--- config.mk ---
export PLATFORM = sky130hd
export DESIGN_NAME = int_ctrl
export DESIGN_NICKNAME = d
export VERILOG_FILES = /design/src/rtl/int_ctrl.sv
export SDC_FILE = /design/constraint.sdc
export NUM_CORES = 1
export LEC_CHECK = 0
export CAP_MARGIN = 20
export CORE_UTILIZATION = 45
export DETAILED_ROUTE_END_ITERATION = 16
export MAX_ROUTING_LAYER = met4
export PLACE_DENSITY = 0.85
export SLEW_MARGIN = 30
export SYNTH_ARGS = -nofsm -noshare
export SYNTH_HDL_FRONTEND = slang
export SYNTH_SLANG_ARGS = --single-unit
--- constraint.sdc ---
create_clock -name clk -period 5.1 [get_ports clk]
set_input_delay 1.02 -clock clk [delete_from_list [all_inputs] [get_ports clk]]
set_output_delay 1.02 -clock clk [all_outputs]
set_load 0.01 [all_outputs]
--- src/rtl/int_ctrl.sv ---
// Interrupt controller: per-source mask and edge/level trigger, fixed priority
// (lowest index wins), and an IDLE/REQ/SERVICE handshake with the CPU.
module int_ctrl #(
  parameter int unsigned NSRC = 6
) (
  input  logic            clk,
  input  logic            reset,
  input  logic [NSRC-1:0] src_irq,
  input  logic [1:0]      addr,
  input  logic            we,
  input  logic [31:0]     din,
  output logic [31:0]     dout,
  output logic            int_req,
  output logic [2:0]      int_id,
  input  logic            int_ack,
  input  logic            eoi,
  output logic [NSRC-1:0] src_ack
);

  localparam int unsigned DW  = 32;
  localparam int unsigned IDW = 3;

  localparam logic [1:0] A_MASK   = 2'd0;
  localparam logic [1:0] A_MODE   = 2'd1;
  localparam logic [1:0] A_PEND   = 2'd2;
  localparam logic [1:0] A_STATUS = 2'd3;

  typedef enum logic [1:0] {
    IDLE    = 2'd0,
    REQ     = 2'd1,
    SERVICE = 2'd2
  } state_t;

  state_t          state_q, state_d;
  logic [NSRC-1:0] mask_q, mode_q, pend_edge_q, prev_q;
  logic [NSRC-1:0] pend_edge_d;
  logic            primed_q;
  logic            int_req_d;
  logic [IDW-1:0]  int_id_d;
  logic [NSRC-1:0] src_ack_d;

  logic [NSRC-1:0] rise, pend, cand, id_vec, pend_clr;
  logic [IDW-1:0]  cand_id;
  logic            cand_any, id_live, ack_take;
  logic            wr_mask, wr_mode, wr_pend;
  logic [DW-1:0]   unused_din;

  assign unused_din = din;

  assign wr_mask = we && (addr == A_MASK);
  assign wr_mode = we && (addr == A_MODE);
  assign wr_pend = we && (addr == A_PEND);

  // primed_q masks the first sample after reset so a held-high line is not an edge
  assign rise     = primed_q ? (src_irq & ~prev_q) : '0;
  assign pend     = (mode_q & pend_edge_q) | (~mode_q & src_irq);
  assign cand     = pend & mask_q;
  assign cand_any = |cand;
  assign id_vec   = NSRC'(1) << int_id;
  assign id_live  = |(cand & id_vec);
  assign ack_take = (state_q == REQ) && int_ack;

  // Lowest pending-and-enabled index
  always_comb begin
    cand_id = '0;
    for (int i = int'(NSRC) - 1; i >= 0; i--) begin
      if (cand[i]) cand_id = IDW'(i);
    end
  end

  // Edge-pending bits: a fresh edge beats any clear in the same cycle
  always_comb begin
    pend_clr = '0;
    if (wr_pend)  pend_clr = pend_clr | din[NSRC-1:0];
    if (ack_take) pend_clr = pend_clr | id_vec;
    pend_edge_d = (pend_edge_q & ~pend_clr) | (rise & mode_q);
  end

  always_ff @(posedge clk or negedge reset) begin
    if (!reset) begin
      mask_q      <= '0;
      mode_q      <= '0;
      pend_edge_q <= '0;
      prev_q      <= '0;
      primed_q    <= 1'b0;
    end else begin
      if (wr_mask) mask_q <= din[NSRC-1:0];
      if (wr_mode) mode_q <= din[NSRC-1:0];
      pend_edge_q <= pend_edge_d;
      prev_q      <= src_irq;
      primed_q    <= 1'b1;
    end
  end

  // FSM state and registered outputs
  always_ff @(posedge clk or negedge reset) begin
    if (!reset) begin
      state_q <= IDLE;
      int_req <= 1'b0;
      int_id  <= '0;
      src_ack <= '0;
    end else begin
      state_q <= state_d;
      int_req <= int_req_d;
      int_id  <= int_id_d;
      src_ack <= src_ack_d;
    end
  end

  // Next state; int_id is frozen outside IDLE (no preemption)
  always_comb begin
    state_d   = state_q;
    int_id_d  = int_id;
    src_ack_d = '0;
    int_req_d = 1'b0;
    case (state_q)
      IDLE: begin
        if (cand_any) begin
          state_d  = REQ;
          int_id_d = cand_id;
        end
      end
      REQ: begin
        if (int_ack) begin
          state_d   = SERVICE;
          src_ack_d = id_vec;
        end else if (!id_live) begin
          state_d = IDLE;
        end
      end
      SERVICE: begin
        if (eoi) state_d = IDLE;
      end
      default: state_d = IDLE;
    endcase
    int_req_d = (state_d == REQ);
  end

  // Register read mux
  always_comb begin
    dout = '0;
    case (addr)
      A_MASK:   dout = DW'(mask_q);
      A_MODE:   dout = DW'(mode_q);
      A_PEND:   dout = DW'(pend);
      A_STATUS: dout = {27'b0, state_q == SERVICE, state_q == REQ, int_id};
      default:  dout = '0;
    endcase
  end

endmodule
* After elaboration in Yosys (flattened, before gate mapping) *
Index checks and enable logic that the tools add are counted.

word-level totals
  register bits after elaboration = 37
  bits of input ports = 45
  output and inout bits = 42
  logic and storage cells = 55

cells by class
  equality and inequality tests = 6
  shifts and indexed selects = 1
  muxes and demuxes = 17
  bitwise operators = 13
  reductions and logical operators = 9

operators by type and width
  kind                                                 count
  case mux 32 bit (4 select lines)                     1
  bitwise AND 6 bit                                    7
  two-way mux 6 bit                                    5
  two-way mux 3 bit                                    6
  NOT 6 bit                                            3
  bitwise OR 6 bit                                     3
  OR reduction 6 bit                                   2
  two-way mux 2 bit                                    4
  equality test 2 x 1 -> 1 bit, second input constant  3
  equality test 2 bit, second input constant           3
  case mux 2 bit (3 select lines)                      1
  left shift 1 x 3 -> 6 bit, first input constant      1
  logical AND 1 bit                                    4
  zero test 2 bit                                      2
  AND reduction 2 bit                                  1

* Logic depth before layout (Yosys ltp) *
  depth in word-level cells = 10
  mapped depth = 6
  mapped depth without buffers = 5

* Least setup slack after synthesis *
No wires, ideal clock.

  path kind = input to output
  start point = input port src_irq[2]
  end point = output port dout[2]
  data arrival time = 1.864 ns
  required time = 4.080 ns
  setup slack = 2.216 ns
  stages = 2
  cells stage by stage = mux2_4 mux4_1

on the way
  longest elaborated chain between the ends = 3

RTL lines
  what                              line  RTL
  from (decl)                       8     input logic [NSRC-1:0] src_irq,
  bitwise AND 6 bit                 56    assign pend = (mode_q & pend_edge_q) | (~mode_q & src_irq);
  bitwise OR 6 bit                  56
  case mux 32 bit (4 select lines)  142   case (addr)
  to (decl)                         12    output logic [31:0] dout,

Every way passes these cells. The select of a mux whose other input is x is not followed.

* Worst setup path after layout *
  start point = input port addr[1]
  end point = output port dout[2]

on the way
  longest elaborated chain between the ends = 2

RTL lines
  what                                               line  RTL
  from (decl)                                        9     input logic [1:0] addr,
  equality test 2 bit, or another cell as far along  142
  case mux 32 bit (4 select lines) *                 142

Mark *: on every way between the ends. The rest lies on a longest branch, timed or not. The select of a mux whose other input is x is not followed.

==> impl_metrics.ini <==
[outcome]
status = finished, final reports clean

[layout]
fill_cells = 349
seqCellArea_um2 = 926
layout-drive-gt1-share = 0.143
nets = 255
multi_input_area_um2 = 915
num_antenna_cells = 0
synthToLayoutAreaGrowth_pct = 18.7

[timing]
worstMarginPinSlew_ps = 551
relSlewSlack = 0.631
rsz0062_at_grt = false
period_minus_slack_ps = 3960
setup_viol = 0
fin_tns_setup_ps = 0
hold_viol = 0
slew_violations = 0
fin_crit_sh = 0.776
fmax_ghz = 0.253
hold_slack_ps = 501
worst_slack_ps = 1140
fin_skew_ps = 3.17

[worst_hold_path]
whs_path_depth = 2
hold_class = reg -> reg

[pwr]
ir_drop_mv = 0.215
powerDensity_nw_per_um2 = 434
total_power_mw = 1.02
leakage_nw = 1.05

[route]
vias = 1358
drt_first_pass_iters = 4
avgViaCountPerCell = 5.22
drt_iter0_drc = 95
routed_wl_um = 3860
post_drt_wl_per_cell_um = 14.9
postRouteAntennaNets = 0
route.detailed.drc = 0

[synthesis]
synthDistinctLibCells = 39
synth_cells = 173
ys.flop_type = dfrtp_1
synthArstFlopShare = 1.00
syn_avg_cell_area_um2 = 11.4
synth-seq-area-share = 0.468
synth_warnings = 0
syn_area_um2 = 1980
synth_edf_count = 0
synth-seq-cells = 37

[critical_path]
cp-start-kind = input pin
worst-path-max-fanout = 10
crit_type = in -> out
cp.required_ps = 4080
critPathCaptureType = output pin
cp.arrival_ps = 2940
ff2ff_path_depth = 5

[floorplan]
row_count = 23
initial_utilization = 0.481
core_um2 = 4120
dieWidth_um = 68.3
die-area_um2 = 4660
io_pins = 87
die_y_um = 68.3

[global_routing]
antenna_found_initial = 0
grt_pass1_vias = 1329
grt_max_degree = 38
overflow = 0
grt.total_usage = 0.198
grt_pass1_wl_um = 6470

[place]
io_buffer_count = 34
preCtsSetupSlack_ps = 1130
hpwlAfterDp_um = 2770
routabilityCongestion = 0.903

[clock_network]
h-tree-depth = 2
clock_sinks = 37
cts_resized = 0
clk-insertion-delay-late_ps = 290
cts_buffers = 5
post-cts-setup-buffers = 0
clkTransAtPathRegs_ps = 60
cts_tree = yes
cts.path.max_buffers = 2
cts.root.buffer_cell = clkbuf_8
hold_buffers = 0

[job]
drv_cap = 0
where the power goes:
group / switching, mW / internal [mW]
Clock: 0.0975 / 0.107
Sequential: 0.0739 / 0.364
Combinational: 0.179 / 0.198
cells in the final DEF, fill, tap and decap left out, drive strengths merged, types with 2 or more instances in the layout:
master,netlist,layout
nand4b,6,6
and3b,2,2
mux4,5,5
o311ai,3,3
nand2b,3,3
inv,3,3
nand2,22,22
nor2,8,8
nor2b,4,4
o21ai,11,11
nand3,5,5
mux2,18,18
clkbuf,1,7
dfrtp,37,37
a21oi,2,2
nor3,2,2
conb,2,27
clkdlybuf4s50,0,34
sequential cells by signal (all words and copies together), names as in the netlist:
register / cells
int_id: 3
state_q: 2
pend_edge_q: 6
src_ack: 6
prev_q: 6
mask_q: 6
mode_q: 6
primed_q: 1
int_req: 1
synth_stat cells (3+ instances only):
| cell | n | share of area |
|---|---|---|
| dfrtp_1 | 37 | 0.47 |
| buf_4 | 26 | 0.099 |
| nand2_1 | 20 | 0.038 |
| mux2_2 | 8 | 0.046 |
| nor2_1 | 8 | 0.015 |
| mux2_1 | 7 | 0.040 |
| o21ai_1 | 7 | 0.018 |
| nand4b_1 | 6 | 0.027 |
| mux4_2 | 4 | 0.046 |
| nand3_1 | 4 | 0.010 |
| nor2b_1 | 4 | 0.013 |
| inv_1 | 3 | 0.0057 |
| mux2_4 | 3 | 0.023 |
| o21ai_0 | 3 | 0.0076 |
| o311ai_1 | 3 | 0.013 |
worst max-delay path: stages:
cell and delay, ps:
clkdlybuf4s50_1 770, mux4_1 640, clkdlybuf4s50_1 500
path summary, 6_finish.rpt:
kind	start	to	slack, ps
setup / recovery	addr[1]	dout[2]	1140
hold / removal	prev_q[2]	pend_edge_q[2]	500
setup reg to reg	mode_q[2]	int_id[0]	3360
hold reg to reg	prev_q[2]	pend_edge_q[2]	500
max in group asynchronous	reset	mask_q[1]	3640
min in group asynchronous	reset	pend_edge_q[4]	1140
per-layer routing:
| metal | track usage | part of all wire | up-vias |
|---|---|---|---|
| li1 | - | - | 635 |
| met1 | 0.252 | 0.44 | 661 |
| met2 | 0.300 | 0.49 | 53 |
| met3 | 0.0517 | 0.059 | 9 |
| met4 | 0.0781 | 0.016 | 0 |
| met5 | - | 0 | - |
stage by stage:
step,cell area [µm²],util,cells
global route,2350,0.571,260
floorplan,2070,-,198
global placement,2260,0.550,253
CTS,2350,0.571,260
detailed placement,2260,0.550,253
finish,2350,0.571,260
final cells by class:
cell class / count / area share
tap: 50 / 0.0266
timing repair buffer: 35 / 0.148
multi-input combinational: 128 / 0.389
sequential: 37 / 0.394
inverter: 3 / 0.00479
clock buffer: 7 / 0.0368
cell families after synthesis:
logic type / synth area share
buf+inv: 0.117
flops: 0.468
simple gates: 0.156
mux: 0.172
compound gates: 0.0835
other cells: 0.00380
Power figures use the tool's default switching activity.
